**src/rtl/i2c_multi_scan.sv**
```systemverilog
// Multi-bus I2C address scanner: START, addr+W, ACK sample, STOP per address, one result strobe each.
// A probe takes 43 quarter-bit periods plus ARM/NEXT cycles; targets may stretch SCL up to STRETCH_MAX.
module i2c_multi_scan #(
  parameter int         NUM_CH        = 2,
  parameter int         I2C_PRESCALER = 250,
  parameter logic [6:0] ADDR_FIRST    = 7'h08,
  parameter logic [6:0] ADDR_LAST     = 7'h77,
  parameter int         STRETCH_MAX   = 4096,
  localparam int        CW            = (NUM_CH > 1) ? $clog2(NUM_CH) : 1
) (
  input  logic              clk,
  input  logic              rst_n,
  input  logic              i_trg,
  input  logic [NUM_CH-1:0] i_ch_mask,
  input  logic [NUM_CH-1:0] scl_i,
  input  logic [NUM_CH-1:0] sda_i,
  output logic [NUM_CH-1:0] scl_o,
  output logic [NUM_CH-1:0] sda_o,
  output logic [NUM_CH-1:0] scl_t,
  output logic [NUM_CH-1:0] sda_t,
  output logic              o_bsy,
  output logic              o_stb,
  output logic [CW-1:0]     o_ch,
  output logic [6:0]        o_addr,
  output logic              o_ack,
  output logic              o_err,
  output logic              o_done,
  output logic [7:0]        o_found
);
  localparam int QW = $clog2(I2C_PRESCALER);
  localparam int SW = $clog2(STRETCH_MAX + 1);

  typedef enum logic [2:0] {S_IDLE, S_ARM, S_START, S_BIT, S_ACK, S_STOP, S_NEXT, S_DONE} state_t;

  state_t            st;
  logic [NUM_CH-1:0] mask;
  logic [CW-1:0]     ch;
  logic [6:0]        addr;
  logic [7:0]        shreg;
  logic [2:0]        bit_idx;
  logic [1:0]        q;
  logic [QW-1:0]     qcnt;
  logic [SW-1:0]     scnt;
  logic              ack_r;
  logic              err_r;
  logic [CW-1:0]     first_ch;
  logic              first_vld;
  logic [CW-1:0]     nxt_ch;
  logic              nxt_vld;
  logic              sc;
  logic              sd;
  logic              q_end;
  logic              stall;

  assign scl_o = '0;
  assign sda_o = '0;
  assign sc    = scl_i[ch];
  assign sd    = sda_i[ch];
  assign q_end = (qcnt == QW'(I2C_PRESCALER - 1));
  // Released-SCL quarters hold their counter at zero until the target lets SCL rise.
  assign stall = ((st == S_BIT) || (st == S_ACK) || (st == S_STOP)) && (q == 2'd1) &&
                 (qcnt == '0) && !sc;

  always_comb begin
    first_ch  = '0;
    first_vld = 1'b0;
    nxt_ch    = '0;
    nxt_vld   = 1'b0;
    for (int i = NUM_CH - 1; i >= 0; i--) begin
      if (i_ch_mask[i]) begin
        first_ch  = CW'(i);
        first_vld = 1'b1;
      end
      if (mask[i] && (CW'(i) > ch)) begin
        nxt_ch  = CW'(i);
        nxt_vld = 1'b1;
      end
    end
  end

  function automatic logic [NUM_CH-1:0] pin_lo(input logic [CW-1:0] c, input logic lo);
    pin_lo    = '1;
    pin_lo[c] = ~lo;
  endfunction

  always_ff @(posedge clk or negedge rst_n) begin
    if (!rst_n) begin
      st      <= S_IDLE;
      mask    <= '0;
      ch      <= '0;
      addr    <= '0;
      shreg   <= '0;
      bit_idx <= '0;
      q       <= '0;
      qcnt    <= '0;
      scnt    <= '0;
      ack_r   <= 1'b0;
      err_r   <= 1'b0;
      scl_t   <= '1;
      sda_t   <= '1;
      o_bsy   <= 1'b0;
      o_stb   <= 1'b0;
      o_ch    <= '0;
      o_addr  <= '0;
      o_ack   <= 1'b0;
      o_err   <= 1'b0;
      o_done  <= 1'b0;
      o_found <= '0;
    end else begin
      o_stb  <= 1'b0;
      o_done <= 1'b0;
      case (st)
        S_IDLE: if (i_trg) begin
          mask    <= i_ch_mask;
          o_found <= '0;
          o_bsy   <= 1'b1;
          addr    <= ADDR_FIRST;
          ch      <= first_ch;
          st      <= first_vld ? S_ARM : S_DONE;
        end
        S_ARM: begin
          ack_r <= 1'b0;
          q     <= '0;
          qcnt  <= '0;
          scnt  <= '0;
          if (!sc || !sd) begin
            err_r <= 1'b1;
            st    <= S_NEXT;
          end else begin
            err_r <= 1'b0;
            st    <= S_START;
          end
        end
        S_START, S_BIT, S_ACK, S_STOP: begin
          if (stall) begin
            if (scnt == SW'(STRETCH_MAX)) begin
              scl_t <= '1;
              sda_t <= '1;
              ack_r <= 1'b0;
              err_r <= 1'b1;
              st    <= S_NEXT;
            end else begin
              scnt <= scnt + SW'(1);
            end
          end else if (!q_end) begin
            qcnt <= qcnt + QW'(1);
          end else begin
            qcnt <= '0;
            scnt <= '0;
            q    <= q + 2'd1;
            case (st)
              S_START: case (q)
                2'd0: sda_t <= pin_lo(ch, 1'b1);
                2'd1: scl_t <= pin_lo(ch, 1'b1);
                default: begin
                  st      <= S_BIT;
                  q       <= 2'd0;
                  bit_idx <= 3'd7;
                  shreg   <= {addr, 1'b0};
                  sda_t   <= pin_lo(ch, ~addr[6]);
                end
              endcase
              S_BIT, S_ACK: case (q)
                2'd0: scl_t <= '1;
                2'd2: begin
                  scl_t <= pin_lo(ch, 1'b1);
                  if (st == S_ACK) ack_r <= ~sd;
                end
                2'd3: begin
                  if (st == S_ACK) begin
                    st    <= S_STOP;
                    sda_t <= pin_lo(ch, 1'b1);
                  end else if (bit_idx == 3'd0) begin
                    st    <= S_ACK;
                    sda_t <= '1;
                  end else begin
                    bit_idx <= bit_idx - 3'd1;
                    shreg   <= {shreg[6:0], 1'b0};
                    sda_t   <= pin_lo(ch, ~shreg[6]);
                  end
                end
                default: ;
              endcase
              default: case (q)
                2'd0: scl_t <= '1;
                2'd1: sda_t <= '1;
                2'd3: st <= S_NEXT;
                default: ;
              endcase
            endcase
          end
        end
        S_NEXT: begin
          o_stb  <= 1'b1;
          o_ch   <= ch;
          o_addr <= addr;
          o_ack  <= ack_r;
          o_err  <= err_r;
          if (ack_r && (o_found != 8'hFF)) o_found <= o_found + 8'd1;
          // A faulted channel is abandoned rather than probed address by address.
          if (err_r || (addr == ADDR_LAST)) begin
            addr <= ADDR_FIRST;
            ch   <= nxt_ch;
            st   <= nxt_vld ? S_ARM : S_DONE;
          end else begin
            addr <= addr + 7'd1;
            st   <= S_ARM;
          end
        end
        S_DONE: begin
          o_done <= 1'b1;
          o_bsy  <= 1'b0;
          st     <= S_IDLE;
        end
        default: st <= S_IDLE;
      endcase
    end
  end
endmodule
```
**config.mk**
```make
export PLATFORM = sky130hd
export DESIGN_NAME = i2c_multi_scan
export DESIGN_NICKNAME = d
export VERILOG_FILES = /design/src/rtl/i2c_multi_scan.sv
export SDC_FILE = /design/constraint.sdc
export NUM_CORES = 1
export LEC_CHECK = 0
export ABC_CLOCK_PERIOD_IN_PS = 6300
export BUFFER_PORTS_ARGS = -buffer_cell sky130_fd_sc_hd__clkbuf_2
export CAP_MARGIN = 25
export CORE_MARGIN = 3
export CORE_UTILIZATION = 44
export DETAILED_ROUTE_END_ITERATION = 8
export GPL_TIMING_DRIVEN = 0
export HOLD_SLACK_MARGIN = 0.02
export PLACE_DENSITY = 0.7
export REMOVE_ABC_BUFFERS = 1
export SYNTH_ARGS = -nofsm -noshare
export SYNTH_HDL_FRONTEND = slang
export SYNTH_SLANG_ARGS = --single-unit
```
**constraint.sdc**
```tcl
create_clock -name clk -period 6.3 [get_ports clk]
set_input_delay 0.315 -clock clk [delete_from_list [all_inputs] [get_ports clk]]
set_output_delay 0.315 -clock clk [all_outputs]
set_load 0.005 [all_outputs]
```
==> results of run 1 <==
==> final timing paths <==
check / depth (start not counted) / startpoint / slack, ns / to
max: 8 / q[1] / 3.39 / scnt[7]
min reg2reg: 2 / shreg[5] / 0.48 / shreg[5]
max reg2reg: 8 / q[1] / 3.39 / scnt[7]
min in group asynchronous: 2 / rst_n / 0.43 / qcnt[1]
min: 3 / i_ch_mask[1] / 0.21 / mask[1]
max in group asynchronous: 3 / rst_n / 5.31 / ack_r
==> registers in the layout, indices dropped and copies added (netlist names) <==
signal	count
sda_t	2
o_addr	7
o_bsy	1
q	2
qcnt	8
o_ack	1
o_err	1
err_r	1
ack_r	1
st	3
ch	1
mask	1
o_ch	1
addr	7
scnt	13
o_done	1
scl_t	2
shreg	6
o_found	8
o_stb	1
bit_idx	3
==> cells in the final DEF (no fill, tap or decap), types with 3 or more instances in the layout <==
master	Yosys	routed
and2_1	4	4
nand3_1	21	21
a21oi_1	12	12
o21bai_1	3	3
a22o_1	5	5
clkbuf_8	0	9
nand2_1	81	81
nor3_2	3	3
a31oi_1	7	7
mux2_2	4	4
xor2_1	6	6
o21ai_1	3	3
dfstp_2	4	4
and3_1	6	6
nand4_1	3	3
xnor2_1	5	5
or2_2	4	4
nand2b_1	10	10
ha_1	14	14
mux2i_1	11	11
conb_1	1	4
inv_1	20	20
o21ai_0	32	32
nor2_1	34	34
dfrtp_1	67	67
nor3_1	14	14
clkbuf_2	1	32
==> cells in the mapped netlist (3+ instances only) <==
cell type,n,area share [%]
nand2_1,81,7.4
dfrtp_1,67,41
nor2_1,34,3.1
o21ai_0,32,3.9
nand3_1,21,2.5
inv_1,20,1.8
ha_1,14,4.2
nor3_1,14,1.7
a21oi_1,12,1.5
mux2i_1,11,2.7
nand2b_1,10,1.5
a31oi_1,7,1.1
and3_1,6,0.91
buf_2,6,0.73
clkbuf_1,6,0.55
xor2_1,6,1.3
a22o_1,5,1.1
buf_4,5,0.91
xnor2_1,5,1.1
and2_1,4,0.61
dfstp_2,4,2.5
mux2_2,4,1.1
or2_2,4,0.61
nand4_1,3,0.46
nor3_2,3,0.73
o21ai_1,3,0.36
o21bai_1,3,0.55
==> cell families after synthesis <==
logic type	synth area share, %
flip-flops	43.2
AO/OA/AOI/OAI	15.4
AND/OR/NAND/NOR	24.6
multiplexers	5.34
buffers and inverters	4.58
XOR/XNOR	2.34
adder cells (fa/ha/maj)	4.49
other	0.0909
==> per-layer routing <==
layer  track usage, %  part of all wire [%]
met1             23.9                    47
met2             30.0                    48
met3             4.94                   4.0
met4             5.28                   1.2
met5                0                     0
==> what timing repair did <==
item,4_1_cts,5_1_grt
gates resized for setup,0,0
hold buffers,1,0
endpoints found under the hold margin,19,0
==> cell type report <==
cell class | count | area, µm²
inverters | 21 | 78.8
clock buffers | 9 | 124
repair buffers | 35 | 205
well taps | 108 | 135
flip-flops and latches | 71 | 1780
fillers | 838 | 4340
multi-input cells | 343 | 2170
clock inverters | 7 | 104
==> metrics by stage <==
step / setup WS [ns] / instances / power (µW)
floorplan: 3.94 / 435 / 1040
global placement: 3.44 / 576 / 1200
detailed placement: 3.37 / 577 / 1220
CTS: 3.36 / 594 / 1640
global route: 3.06 / 594 / 1760
finish: 3.39 / 594 / 1630
==> worst reg2reg max path: stages, from the launching register on <==
cell and delay [ns]:
dfrtp_1 0.42, inv_1 0.12, ha_1 0.31, and4bb_2 0.32, nand4_1 0.16, o221ai_1 0.83
nor2_1 0.38, nor2_1 0.17, mux2_2 0.16
==> power breakdown <==
group / leakage (µW) / switching (µW) / total [µW] / internal, µW
Clock: 0.000108 / 193 / 421 / 228
Combinational: 0.00116 / 376 / 605 / 229
Sequential: 0.000938 / 89.8 / 607 / 517
==> metrics.md, run 1 <==
| Metric | Value |
|---|---|
| Worst-case hold slack | `0.210 ns` |
| Netlist cell types | `73` |
| Via count | `3290` |
| Die span in y | `approximately 100 µm` |
| Post-synth EDFFs | `0` |
| Max-cap viol count | `0` |
| Post-Syn Area | `4130 µm²` |
| Ys flop type | `dfrtp_1` |
| Pwr per Cell Area | `355 nW/µm²` |
| Tightest Hold Check Type | `in -> reg` |
| First-pass GRT wire length | `~15 mm` |
| CP max stage cell | `o221ai_1` |
| Die Width | `103 µm` |
| Final Hold Fails | `0` |
| # IOs | `38` |
| Delay of the slowest critical-path stage | `between 0.8 and 0.9 ns` |
| CTS buffer count | `9` |
| ANT cells | `0` |
| Final ANT Viol Nets | `0` |
| Post-CTS Setup Repair Bufs | `0` |
| Mapped Avg Cell Area | `9.13 µm²` |
| Full die area | `10600 µm²` |
| Port bufs | `33` |
| Sequential share of the synthesized area | `43.2%` |
| Synth-to-layout area growth | `11.4%` |
| DRC Markers | `0` |
| Rel. slew slack | `32.2%` |
| Yosys reg bits | `71` |
| Placer congestion estimate | `0.929` |
| Gr usage total | `18.3%` |
| CORE AREA | `between 8000 and 9000 µm²` |
| Final wirelength | `between 8 and 9 mm` |
| Initial antenna violation count | `0` |
| Fmax | `between 300 and 400 MHz` |
| Largest net degree at the start of global routing | `49` |
| Critical path arrival | `3.20 ns` |
| Placed cell area | `4360 µm²` |
| Clk_skew | `0.00960 ns` |
| Via/cell ratio | `~5.5` |
| Cell area after layout | `4590 µm²` |
| Root Driver | `clkbuf_8` |
| Critical Path RT | `6.59 ns` |
| Initial Utilization | `46.2%` |
| Fin crit period | `2.91 ns` |
| Remaining Overflow, GRT | `0` |
| Fin. max-slew vios | `0` |
| Setup TNS Final | `0 ns` |
| Outcome | `complete, no violations` |
| Clk slew on worst S/H paths | `0.08 ns` |
| Crit start category | `flip-flop` |
| LEAKAGE | `between 0.002 and 0.0025 µW` |
| Gate Count Post-Synth | `452` |
| Vias in the first global route | `3258` |
| WP buf/inv | `1` |
| Layout cells sized above 1 | `17.3%` |
| Asr flop ratio synth | `100%` |
| Unrepaired setup endpoints after global routing | `false` |
| Tcrit/Tclk final | `46.2%` |
| H-Tree Depth | `3` |
| Peak supply drop | `between 0.00015 and 0.0002 V` |
| Num rows | `34` |
| Worst-margin pin slew | `~1.0 ns` |
| Ys Warns | `0` |
| Final #Nets | `504` |
| CTS tree | `done` |
| DPL Wire Length | `around 6.4 mm` |
| Final core area utilization | `between 50% and 60%` |
| Crit path kind | `reg -> reg` |
| CTS sink cnt | `71` |
| Worst setup EP type | `flip-flop` |
| First drt pass iteration count | `4` |
| Routed len/inst | `14.7 µm` |
| Initial DRC count | `147` |
| Crit-path max FO | `13` |
| Cell Chain, Critical Path | `inv_1 -> ha_1 -> and4bb_2 -> nand4_1 -> o221ai_1 -> nor2_1 -> nor2_1 -> mux2_2` |
| Crit path top cell by count | `nor2_1` |
| # setup viols final | `0` |
| CP top delay family | `simple AND/OR/NAND/NOR gates` |
| Worst skew pair latency | `0.35 ns` |
| Max clock buf depth | `2` |
(Power assumes the default switching activity.)
==> run 2: changes to the inputs <==
--- a/config.mk
+++ b/config.mk
@@ -5,7 +5,7 @@
 export SDC_FILE = /design/constraint.sdc
 export NUM_CORES = 1
 export LEC_CHECK = 0
-export ABC_CLOCK_PERIOD_IN_PS = 6300
+export ABC_CLOCK_PERIOD_IN_PS = 2900
 export BUFFER_PORTS_ARGS = -buffer_cell sky130_fd_sc_hd__clkbuf_2
 export CAP_MARGIN = 25
 export CORE_MARGIN = 3
==> constraint.sdc (replaced) <==
create_clock -name clk -period 2.9 [get_ports clk]
set_input_delay 0.145 -clock clk [delete_from_list [all_inputs] [get_ports clk]]
set_output_delay 0.145 -clock clk [all_outputs]
set_load 0.005 [all_outputs]
==> run 2 against run 1 <==
Sequential power is 120% higher. Sequential share of layout area is 0.15 points lower. Power is 120% higher. First-iteration DRC count is 11% lower. Maximum frequency is 10% higher. Via count is 0.36% lower. Design area is 0.38% higher. Worst hold slack worse by 0.17 ns. Die area stayed put. Critical endpoint is now st[1]. Highest routed layer unchanged.
==> metrics.md, run 2 (synthesis gave the netlist of run 1 again) <==
| Metric | Value |
|---|---|
| Most frequent cells in the layout | `nand2_1 (81), dfrtp_1 (67), nor2_1 (33)` |
| Top flop regs | `scnt x13, o_found x8, qcnt x8` |
| Root Driver | `clkbuf_8` |
| Synth-to-layout area growth | `11.8%` |
| Max-cap viol count | `0` |
| Worst Hold Launch | `i_ch_mask[1]` |
| Critical Path RT | `3.15 ns` |
| Unrepaired setup endpoints after global routing | `false` |
| Reg-to-Reg End | `st[1]` |
| Worst-margin pin slew | `0.803 ns` |
| CTS buffer count | `9` |
| Placer congestion estimate | `0.929` |
| Worst skew pair latency | `0.35 ns` |
| Placed cell area | `4360 µm²` |
| Peak supply drop | `between 0.0004 and 0.0005 V` |
| Pwr per Cell Area | `775 nW/µm²` |
| CTS sink cnt | `a little over 70` |
| Fill count | `approximately 830` |
| Num rows | `34` |
| Full die area | `10600 µm²` |
| Fin crit period | `2.65 ns` |
| Fin. max-slew vios | `0` |
| Total power | `3570 µW` |
| Final wirelength | `8.77 mm` |
| Register area | `1780 µm²` |
| Tightest Hold Check Type | `in -> reg` |
| Die Width | `around 100 µm` |
| Fmax | `378 MHz` |
| Initial antenna violation count | `0` |
| DRC Markers | `0` |
| Final ANT Viol Nets | `0` |
| Crit-path max FO | `11` |
| First drt pass iteration count | `4` |
| Largest net degree at the start of global routing | `49` |
| ANT cells | `0` |
| Cell area after layout | `between 4000 and 5000 µm²` |
| Tcrit/Tclk final | `91.3%` |
| Clk slew on worst S/H paths | `~0.08 ns` |
| # IOs | `38` |
| Final #Nets | `around 500` |
| Worst-case hold slack | `between 0.04 and 0.05 ns` |
| Final Hold Fails | `0` |
| First-pass GRT wire length | `15.4 mm` |
| Worst setup EP type | `flip-flop` |
| Outcome | `complete, no violations` |
| Max reg flops | `13` |
| Routed len/inst | `14.8 µm` |
| Max clock buf depth | `2` |
| Gr usage total | `18.3%` |
| Critical path arrival | `2.90 ns` |
| Via/cell ratio | `5.52` |
| Layout cells sized above 1 | `18.1%` |
| DPL Wire Length | `~6.4 mm` |
| Final core area utilization | `roughly half` |
| CORE AREA | `~9000 µm²` |
| Vias in the first global route | `3258` |
| Port bufs | `33` |
| Worst hold path cell count | `3` |
| Die span in y | `103 µm` |
| Crit start category | `flip-flop` |
| Area of the multi-input gates | `~2200 µm²` |
| Via count | `approximately 3300` |
| Initial Utilization | `46.2%` |
| Top reg by flops | `scnt` |
| Clk_skew | `0.0109 ns` |
| H-Tree Depth | `3` |
| LEAKAGE | `0.00220 µW` |
| CTS tree | `done` |
| R2R setup slack | `0.25 ns` |
| # setup viols final | `0` |
| Initial DRC count | `131` |
| Hold Crit Endpoint | `mask[1]` |
| Crit path kind | `reg -> reg` |
| RR Startpoint | `q[1]` |
| Rel. slew slack | `46.3%` |
| Most common cell after layout, fill and taps aside | `nand2_1` |
| Register-to-Register Path Depth | `8` |
| Remaining Overflow, GRT | `0` |
-- run 2: cell types whose count changed in the layout (fill, tap and decap cells not counted), sizes merged --
cell / previous run / this run
inv: 24 / 23
clkinvlp: 2 / 3
-- run 2: report_power, final --
| part | leakage, µW | switching, µW | total, µW | internal, µW |
|---|---|---|---|---|
| combinational | 0.00115 | 831 | 1340 | 504 |
| sequential | 0.000938 | 197 | 1320 | 1120 |
| clock | 0.000108 | 420 | 917 | 496 |
| total | 0.00220 | 1450 | 3570 | 2120 |
-- run 2: what timing repair did --
action	4_1_cts	5_1_grt
hold endpoints to repair	21	0
buffers inserted	0	0
resized for setup	1	3
setup endpoints to repair	2	19
hold buffers	1	0
-- run 2: worst max-delay path by stage --
stage	startpoint	endpoint	cells past startpoint
after detailed placement	st[0]	o_found[7]	8
after global placement	st[0]	o_found[5]	8
after CTS	q[1]	scnt[9]	8
final	q[1]	st[1]	8
after floorplan	q[1]	scnt[7]	8
after global routing	q[1]	st[1]	8
-- run 2: layer usage --
metal	track usage, %	vias up	wire (µm)
li1	-	1639	-
met1	23.9	1575	4130
met2	30.0	56	4230
met3	4.94	8	343
met4	5.28	0	72
met5	0	-	0
-- run 2: layout make-up --
| class | instances | area share, % |
|---|---|---|
| Clock buffer | 9 | 2.69 |
| Clock inverter | 7 | 2.25 |
| Inverter | 21 | 1.79 |
| Multi-Input combinational cell | 343 | 47.3 |
| Sequential cell | 71 | 38.6 |
| Tap cell | 108 | 2.93 |
| Timing Repair Buffer | 35 | 4.45 |
-- run 2: metrics by stage --
| step | setup TNS [ns] | cells | worst slack, ns |
|---|---|---|---|
| 6_report | 0 | 594 | 0.253 |
| 5_1_grt | 0 | 594 | 0.0356 |
| 4_1_cts | 0 | 594 | 0.0246 |
| 3_5_place_dp | -0.0322 | 577 | -0.0279 |
| 3_3_place_gp | 0 | 576 | 0.0415 |
| 2_1_floorplan | 0 | 435 | 0.538 |
-- run 2: worst max-delay path, stage by stage, from the launching register on --
cell	delay (ns)
dfrtp_1	0.42
inv_1	0.12
ha_1	0.31
and4bb_2	0.32
o2111a_1	0.46
and2_1	0.37
nor4_4	0.10
and4_1	0.22
a311oi_2	0.24
